`src/rtl/counter_read_arbiter.sv`:
```
// Round-robin arbiter that lets NUM_REQ requesters share one 32-bit counter port
// to read a coherent 64-bit snapshot (atomic low read latches high, then high read).
module counter_read_arbiter #(
  parameter int NUM_REQ = 4
) (
  input  logic               clk,
  input  logic               reset,
  input  logic [NUM_REQ-1:0] req_i,
  output logic [NUM_REQ-1:0] done_o,
  output logic [63:0]        data_o,
  output logic               err_o,
  output logic               busy_o,
  output logic               cnt_req_o,
  output logic               cnt_atomic_o,
  input  logic               cnt_ack_i,
  input  logic [31:0]        cnt_count_i
);

  localparam int IDX_W = $clog2(NUM_REQ);
  localparam logic [IDX_W:0] NUM_REQ_W = (IDX_W + 1)'(NUM_REQ);

  typedef enum logic [2:0] {IDLE, ISSUE_LO, ISSUE_HI, WAIT_HI, DONE} state_t;

  state_t             state_q;
  logic [IDX_W-1:0]   ptr_q;
  logic [IDX_W-1:0]   winner_q;
  logic [31:0]        lo_q;
  logic               err_q;
  logic [NUM_REQ-1:0] done_q;
  logic [63:0]        data_q;
  logic               err_o_q;
  logic               busy_q;
  logic               cnt_req_q;
  logic               cnt_atomic_q;

  // Rotate the request vector so bit 0 is the current highest-priority requester.
  logic [2*NUM_REQ-2:0] req_dbl;
  logic [NUM_REQ-1:0]   req_rot;
  logic [IDX_W-1:0]     first_k;
  logic [IDX_W:0]       grant_sum;
  logic [IDX_W-1:0]     grant_idx;
  logic [IDX_W:0]       ptr_inc;
  logic [IDX_W-1:0]     ptr_d;
  logic                 err_d;
  logic [NUM_REQ-1:0]   onehot_d;

  assign req_dbl = {req_i[NUM_REQ-2:0], req_i};
  assign req_rot = req_dbl[ptr_q +: NUM_REQ];

  always_comb begin
    first_k = '0;
    for (int k = NUM_REQ - 1; k >= 0; k--) begin
      if (req_rot[k]) begin
        first_k = IDX_W'(k);
      end
    end
  end

  always_comb begin
    grant_sum = {1'b0, ptr_q} + {1'b0, first_k};
    grant_idx = IDX_W'((grant_sum >= NUM_REQ_W) ? grant_sum - NUM_REQ_W : grant_sum);
    ptr_inc   = {1'b0, winner_q} + (IDX_W + 1)'(1);
    ptr_d     = (ptr_inc == NUM_REQ_W) ? '0 : IDX_W'(ptr_inc);
    err_d     = err_q | ~cnt_ack_i;
    onehot_d  = '0;
    onehot_d[winner_q] = 1'b1;
  end

  always_ff @(posedge clk) begin
    if (reset) begin
      state_q      <= IDLE;
      ptr_q        <= '0;
      winner_q     <= '0;
      lo_q         <= '0;
      err_q        <= 1'b0;
      done_q       <= '0;
      data_q       <= '0;
      err_o_q      <= 1'b0;
      busy_q       <= 1'b0;
      cnt_req_q    <= 1'b0;
      cnt_atomic_q <= 1'b0;
    end else begin
      // Completion outputs are single-cycle; they only get set on the way into DONE.
      done_q  <= '0;
      data_q  <= '0;
      err_o_q <= 1'b0;
      case (state_q)
        IDLE: begin
          if (|req_i) begin
            winner_q     <= grant_idx;
            lo_q         <= '0;
            err_q        <= 1'b0;
            busy_q       <= 1'b1;
            cnt_req_q    <= 1'b1;
            cnt_atomic_q <= 1'b1;
            state_q      <= ISSUE_LO;
          end
        end
        ISSUE_LO: begin
          cnt_req_q    <= 1'b1;
          cnt_atomic_q <= 1'b0;
          state_q      <= ISSUE_HI;
        end
        ISSUE_HI: begin
          if (cnt_ack_i) begin
            lo_q <= cnt_count_i;
          end else begin
            err_q <= 1'b1;
          end
          cnt_req_q    <= 1'b0;
          cnt_atomic_q <= 1'b0;
          state_q      <= WAIT_HI;
        end
        WAIT_HI: begin
          err_q   <= err_d;
          done_q  <= onehot_d;
          err_o_q <= err_d;
          data_q  <= err_d ? 64'h0 : {cnt_count_i, lo_q};
          state_q <= DONE;
        end
        DONE: begin
          ptr_q   <= ptr_d;
          busy_q  <= 1'b0;
          state_q <= IDLE;
        end
        default: begin
          busy_q       <= 1'b0;
          cnt_req_q    <= 1'b0;
          cnt_atomic_q <= 1'b0;
          state_q      <= IDLE;
        end
      endcase
    end
  end

  assign done_o       = done_q;
  assign data_o       = data_q;
  assign err_o        = err_o_q;
  assign busy_o       = busy_q;
  assign cnt_req_o    = cnt_req_q;
  assign cnt_atomic_o = cnt_atomic_q;

endmodule

```
`config.mk`:
```
export PLATFORM = sky130hd
export DESIGN_NAME = counter_read_arbiter
export DESIGN_NICKNAME = d
export VERILOG_FILES = /design/src/rtl/counter_read_arbiter.sv
export SDC_FILE = /design/constraint.sdc
export NUM_CORES = 1
export LEC_CHECK = 0
export BUFFER_PORTS_ARGS = -buffer_cell sky130_fd_sc_hd__clkbuf_2
export CAP_MARGIN = 20
export CORE_UTILIZATION = 53
export CTS_BUF_LIST = sky130_fd_sc_hd__clkbuf_2 sky130_fd_sc_hd__clkbuf_4 sky130_fd_sc_hd__clkbuf_8
export CTS_CLUSTER_DIAMETER = 40
export DETAILED_ROUTE_END_ITERATION = 10
export PLACE_DENSITY = 0.82
export SETUP_SLACK_MARGIN = 0.15
export SLEW_MARGIN = 20
export SYNTH_ARGS = -nofsm -noshare
export SYNTH_HDL_FRONTEND = slang
export SYNTH_SLANG_ARGS = --single-unit
```
`constraint.sdc`:
```
create_clock -name clk -period 2.49 [get_ports clk]
set_input_delay 0.498 -clock clk [delete_from_list [all_inputs] [get_ports clk]]
set_output_delay 0.498 -clock clk [all_outputs]
set_load 0.02 [all_outputs]
```
* Yosys cells after proc, flatten, opt, wreduce, memory -nomap -nowiden
Cells that the tools add are included.
** Word-level totals
- Flip-flop bits (word level) :: 112
- Input bits :: 39
- Word-level logic and storage cells :: 65
** Operators by class
- Add/subtract/negate cells :: 3
- Order comparisons :: 3
- Equal/unequal tests :: 8
- Shift operators :: 1
- Mux-type cells :: 20
- Bitwise gates (word level) :: 5
- Reduce and logical (&&, ||, !) cells :: 14
** Operator list (number)
- $mux W32 :: 2
- $pmux W32 S2 :: 1
- $mux W2 :: 6
- $pmux W3 S4 :: 1
- $shiftx A7 B3 Y4 :: 1
- $eq A3 B2 Y1 const B :: 2
- $eq A3 B3 Y1 const B :: 2
- $ne A2 B2 Y1 const B :: 3
- $pmux W1 S3 :: 2
- $reduce_and A2 Y1 :: 3
- $reduce_and A3 Y1 :: 2
- $reduce_or A3 Y1 :: 2
- $mux W1 :: 4
- $not A1 Y1 :: 4
- $pmux W1 S2 :: 2
- $reduce_or A2 Y1 :: 2
- $reduce_or A4 Y1 :: 1
- $add A2 B1 Y3 const B :: 1
- $add A2 B2 Y3 :: 1
- $eq A3 B1 Y1 const B :: 1
- $ge A3 B3 Y1 const B :: 1
- $logic_not A3 Y1 :: 1
- $lt A2 B3 Y1 const B :: 1
- $mux W3 :: 1
- 7 further kinds :: 7

* Longest topological paths before layout
- Depth after elaboration :: 8
- Mapped depth :: 10

* Worst setup path after synthesis
No wires, ideal clock.
- Path kind :: in2reg
- Start point :: input req_i[2]
- End point :: register winner_q[1]
- Library setup time :: 0.128 ns
- Data arrival time :: 1.805 ns
- Slack :: 0.557 ns
- Cell stages on the path :: 7
- Buffers on the path :: 1
- Cell sequence :: buf_2 -> or4_1 -> nand3_1 -> ha_1 -> xor2_1 -> nor4b_1 -> nor3b_2
** On the way
- Longest elaborated chain between the ends :: 8
- Elaborated cells between the ends (all ways) :: 11
- Those cells by class :: add/sub: 2; order compare: 1; shift: 1; mux: 5; reduce/logical: 2
** Ends and longest elaborated chain
- from (decl) :: RTL line 8 : input logic [NUM_REQ-1:0] req_i,
- $shiftx A7 B3 Y4 :: RTL line 48 : assign req_rot = req_dbl[ptr_q +: NUM_REQ];
- $mux W2 (4 in series) :: RTL line 53 : if (req_rot[k]) begin
- $add A2 B2 Y3 :: RTL line 60 : grant_sum = {1'b0, ptr_q} + {1'b0, first_k};
- $ge A3 B3 Y1 / $sub A2 B1 Y2 (equally long branches) :: RTL line 61 : grant_idx = IDX_W'((grant_sum >= NUM_REQ_W) ? grant_sum - NUM_REQ_W : grant_sum);
- $mux W2 :: RTL line 61
- to (signal assigned) :: RTL line 90 : winner_q <= grant_idx;
- to (decl) :: RTL line 26 : logic [IDX_W-1:0] winner_q;
Parallel ways exist; a longest one is shown, timed or not.
A chain may end at the register's enable or synchronous reset.

* Worst setup path after layout
- Start point :: register state_q[1]
- End point :: register lo_q[14]
** On the way
- Longest elaborated chain between the ends :: 3
- Elaborated cells between the ends (all ways) :: 7
- Those cells by class :: eq/ne: 3; mux: 1; reduce/logical: 3
** Ends and longest elaborated chain
- from (decl) :: RTL line 24 : state_t state_q;
- from (signal assigned) :: RTL line 71 : state_q <= IDLE;
- from (signal assigned) :: RTL line 96 : state_q <= ISSUE_LO;
- from (signal assigned) :: RTL line 102 : state_q <= ISSUE_HI;
- $eq A3 B2 Y1 / $logic_not A3 Y1 (equally long branches) :: RTL line 87 : case (state_q)
- $ne A2 B2 Y1 (no source line) / $reduce_bool A2 Y1 (equally long branches)
- $reduce_and A3 Y1 (no source line)
- to (signal assigned) :: RTL line 106 : lo_q <= cnt_count_i;
- to (decl) :: RTL line 27 : logic [31:0] lo_q;
Parallel ways exist; a longest one is shown, timed or not.

==> results.yml <==
sta:
  final.setup.worst_slack_ns: 0.3206
  clock.fmax_mhz: 461.0
  final_period_minus_worst_setup_slack_ns: 2.169
  slew_headroom_pct: 55.12
  tightestPinTransition_ns: 0.6711
  grt_setup_unrepaired: "false"
  final.setup.tns_ns: 0
  final_max_slew_viol_count: 0
  fin_skew_ns: 0.009050
  report.final.hold_viol_count: 0
  final.hold.worst_slack_ns: 0.3422
  layout_worst_path_cycle_share_pct: 87.12
  final-setup-viol-count: 0
grt:
  first_global_vias: 2572
  overflow: 0
  grt_antenna_before_repair: 0
  grt_start_max_net_pins: 65
  gr-usage-all-layers_pct: 20.40
  grt_first_pass_wirelength_mm: 11.74
drt:
  drt_pre_antenna_iters: 4
  num_vias: 2843
  avgViaCountPerCell: 4.877
  detail-route-antenna-nets: 0
  first_iteration_detailed_routing_drc_count: 86
  drc_violation_count_after_routing: 0
  avgRoutedWirePerCell_um: 12.68
  finalWirelength_mm: 7.390
layout:
  drive_gt1_share_pct: 28.75
  fin_nets: 527
  area.growth.synth_to_final_pct: 20.53
  instances_no_fill: 583
  diodes: 0
clocking:
  clock-sinks: 112
  clk_latency_ns: 0.37
  cts_made_buffers: 9
  postCtsHoldBufs: 0
  clk_path_buf_depth: 2
  post_cts_resize_count: 0
  clock_transition_at_the_registers_of_the_reported_paths_ns: 0.11
  cts_htree_levels: 3
  cts_setup_buffers: 0
  tritoncts: "yes"
  clk_root_buffer_cell: "sky130_fd_sc_hd__clkbuf_8"
min_path:
  hold_path_class: "in -> reg"
  worst_hold_launch: "cnt_count_i[21]"
  depth_of_the_worst_hold_timing_path: 2
  endpoint_with_the_worst_hold_slack: "data_o[53]"
worst_setup_path:
  timing.critical_path.slowest_cell_delay_ns: 0.58
  end_kind: "flip-flop"
  timing.critical_path.slowest_stage_cell: "sky130_fd_sc_hd__dfxtp_1"
  ff2ff_setup_slack_ns: 0.32
  cp_top_family: "compound AO/OA/AOI/OAI gates"
  crit-reg2reg-launch: "state_q[1]"
  cp_max_fo: 18
  timing.critical_path.cells: "inv_2 -> a21o_1 -> a211oi_4 -> buf_4 -> nand3_1 -> a21oi_1"
  critPathKind: "reg -> reg"
  required_ns: 2.79
  regToRegEndpoint: "lo_q[14]"
  critical_path.n_buffers_inverters: 2
  worstRegToRegCells: 6
  worst_setup_path_start_kind: "flip-flop"
  critPathArrivalTime_ns: 2.47
placed_design:
  placement.setup.worst_slack_ns: 0.2058
  place_inst: 567
  place.port_buffers: 110
  dp_hpwl_mm: 5.125
  placer_congestion_estimate: 0.8027
yosys:
  synth-seq-area-share_pct: 59.83
  postSynthCellCount: 382
  mappedNetlistNets: 427
  synth-edff-count: 0
  ys_ff_latch: 112
  ys.flop_type: "sky130_fd_sc_hd__dfxtp_1"
  synth.yosys.warnings: 0
  synthArstFlopShare_pct: 0
  synthesis.area_um2: 3747
  post_synth_num_cell_types: 34
  syn-mean-instance-area_um2: 9.810
power:
  static-leakage-power_nw: 1.958
  power_density_nw_per_um2: 693.2
  totalPowerFinal_mw: 3.131
  vdd_drop_max_uv: 351.3
floorplanning:
  die-width_um: 86.09
  design.core.area_um2: 6794
  start_util_pct: 55.16
  die_height_um: 86.09
  num_rows: 30
  die_area_um2: 7411
  floorplan.io_pins: 111
status:
  status: "finished, final reports clean"
job:
  max_capacitance_violation_count: 0
-- how the worst max path moves through the flow --
stage	from	endpoint	slack (ns)	depth (start not counted)
final	state_q[1]	lo_q[14]	0.32	6
after global placement	req_i[0]	lo_q[23]	0.32	7
after global routing	state_q[1]	lo_q[7]	0.18	6
after CTS	state_q[1]	lo_q[16]	0.30	6
after floorplan	req_i[2]	winner_q[1]	0.56	7
after detailed placement	req_i[0]	lo_q[24]	0.21	7
-- stage by stage --
stage,cell area (um^2),utilization (%)
2_1_floorplan,3747,-
4_1_cts,4517,66.48
3_3_place_gp,4335,63.81
3_5_place_dp,4335,63.81
6_report,4517,66.48
5_1_grt,4517,66.48
-- per-layer routing --
metal  wire, um  global-route usage, %  up-vias
li1           -                      -     1445
met1       3103                  24.40     1303
met2       3771                  34.63       77
met3        277                  3.657       18
met4        237                  11.36        0
met5          0                      0        -
-- state kept, by name, summed over array words and instances (netlist names) --
| register | flops |
|---|---|
| busy_o | 1 |
| cnt_req_o | 1 |
| state_q | 3 |
| ptr_q | 2 |
| err_o | 1 |
| err_q | 1 |
| lo_q | 32 |
| winner_q | 2 |
| cnt_atomic_o | 1 |
| done_o | 4 |
| data_o | 64 |
-- layout by cell type (no fill, tap or decap) --
cell and count:
sky130_fd_sc_hd__a211o_2 1, sky130_fd_sc_hd__a211oi_4 1, sky130_fd_sc_hd__a21o_1 1, sky130_fd_sc_hd__a21oi_1 40, sky130_fd_sc_hd__a31oi_1 1, sky130_fd_sc_hd__and2_1 68, sky130_fd_sc_hd__buf_4 5, sky130_fd_sc_hd__clkbuf_2 110
sky130_fd_sc_hd__clkbuf_8 9, sky130_fd_sc_hd__clkinv_4 1, sky130_fd_sc_hd__clkinvlp_4 5, sky130_fd_sc_hd__dfxtp_1 112, sky130_fd_sc_hd__ha_1 6, sky130_fd_sc_hd__inv_1 4, sky130_fd_sc_hd__inv_2 2, sky130_fd_sc_hd__inv_8 1
sky130_fd_sc_hd__mux2i_1 1, sky130_fd_sc_hd__nand2_1 40, sky130_fd_sc_hd__nand2b_1 1, sky130_fd_sc_hd__nand3_1 36, sky130_fd_sc_hd__nand3b_1 1, sky130_fd_sc_hd__nand4_1 1, sky130_fd_sc_hd__nor2_1 11, sky130_fd_sc_hd__nor2b_1 2
sky130_fd_sc_hd__nor3_1 6, sky130_fd_sc_hd__nor3_2 1, sky130_fd_sc_hd__nor3_4 1, sky130_fd_sc_hd__nor3b_2 1, sky130_fd_sc_hd__nor4_2 1, sky130_fd_sc_hd__nor4b_1 1, sky130_fd_sc_hd__o211ai_1 5, sky130_fd_sc_hd__o21ai_0 5
sky130_fd_sc_hd__o21bai_1 1, sky130_fd_sc_hd__o31ai_1 1, sky130_fd_sc_hd__or4_1 1, sky130_fd_sc_hd__or4_4 1, sky130_fd_sc_hd__xnor2_1 1, sky130_fd_sc_hd__xor2_1 1
-- synthesized netlist by cell type, types with 2 or more instances --
cell type,count,share of area [%]
sky130_fd_sc_hd__clkbuf_1,14,1.4
sky130_fd_sc_hd__a21oi_1,40,5.3
sky130_fd_sc_hd__dfxtp_1,112,60
sky130_fd_sc_hd__nor3_1,7,0.93
sky130_fd_sc_hd__nand3_1,36,4.8
sky130_fd_sc_hd__nor2b_1,2,0.33
sky130_fd_sc_hd__ha_1,6,2.0
sky130_fd_sc_hd__nand2_1,40,4.0
sky130_fd_sc_hd__nor2_1,11,1.1
sky130_fd_sc_hd__o21ai_0,5,0.67
sky130_fd_sc_hd__o211ai_1,5,1.0
sky130_fd_sc_hd__inv_2,2,0.20
sky130_fd_sc_hd__inv_1,4,0.40
sky130_fd_sc_hd__buf_2,9,1.2
sky130_fd_sc_hd__and2_1,68,11
sky130_fd_sc_hd__buf_6,3,0.90
-- final cells by class --
type,instances,area (um^2)
fillers,579,2277
flip-flops and latches,112,2242
multi-input cells,238,1363
repair buffers,115,588.1
clock buffers,9,123.9
well taps,96,120.1
clock inverters,7,57.56
inverters,6,22.52
-- cell families after synthesis --
group           Yosys count  share of synthesized area, %
flops                   112                         59.83
mux                       1                        0.2671
simple gates            173                         24.74
buf+inv                  32                         4.107
compound gates           56                         8.581
xor+xnor                  2                        0.4675
fa+ha+maj                 6                         2.003
-- power by group --
group          internal [mW]  switching, mW  total, mW
combinational          0.100          0.189      0.290
sequential              1.83         0.0363       1.87
clock                  0.371          0.602      0.973
total                   2.30          0.827       3.13
-- worst reg2reg max path: stages, from the launching register on --
cell and delay, ns:
sky130_fd_sc_hd__dfxtp_1 0.58, sky130_fd_sc_hd__inv_2 0.11, sky130_fd_sc_hd__a21o_1 0.23, sky130_fd_sc_hd__a211oi_4 0.56, sky130_fd_sc_hd__buf_4 0.35, sky130_fd_sc_hd__nand3_1 0.13
sky130_fd_sc_hd__a21oi_1 0.15
No activity file was read; power rests on OpenSTA's default activity.
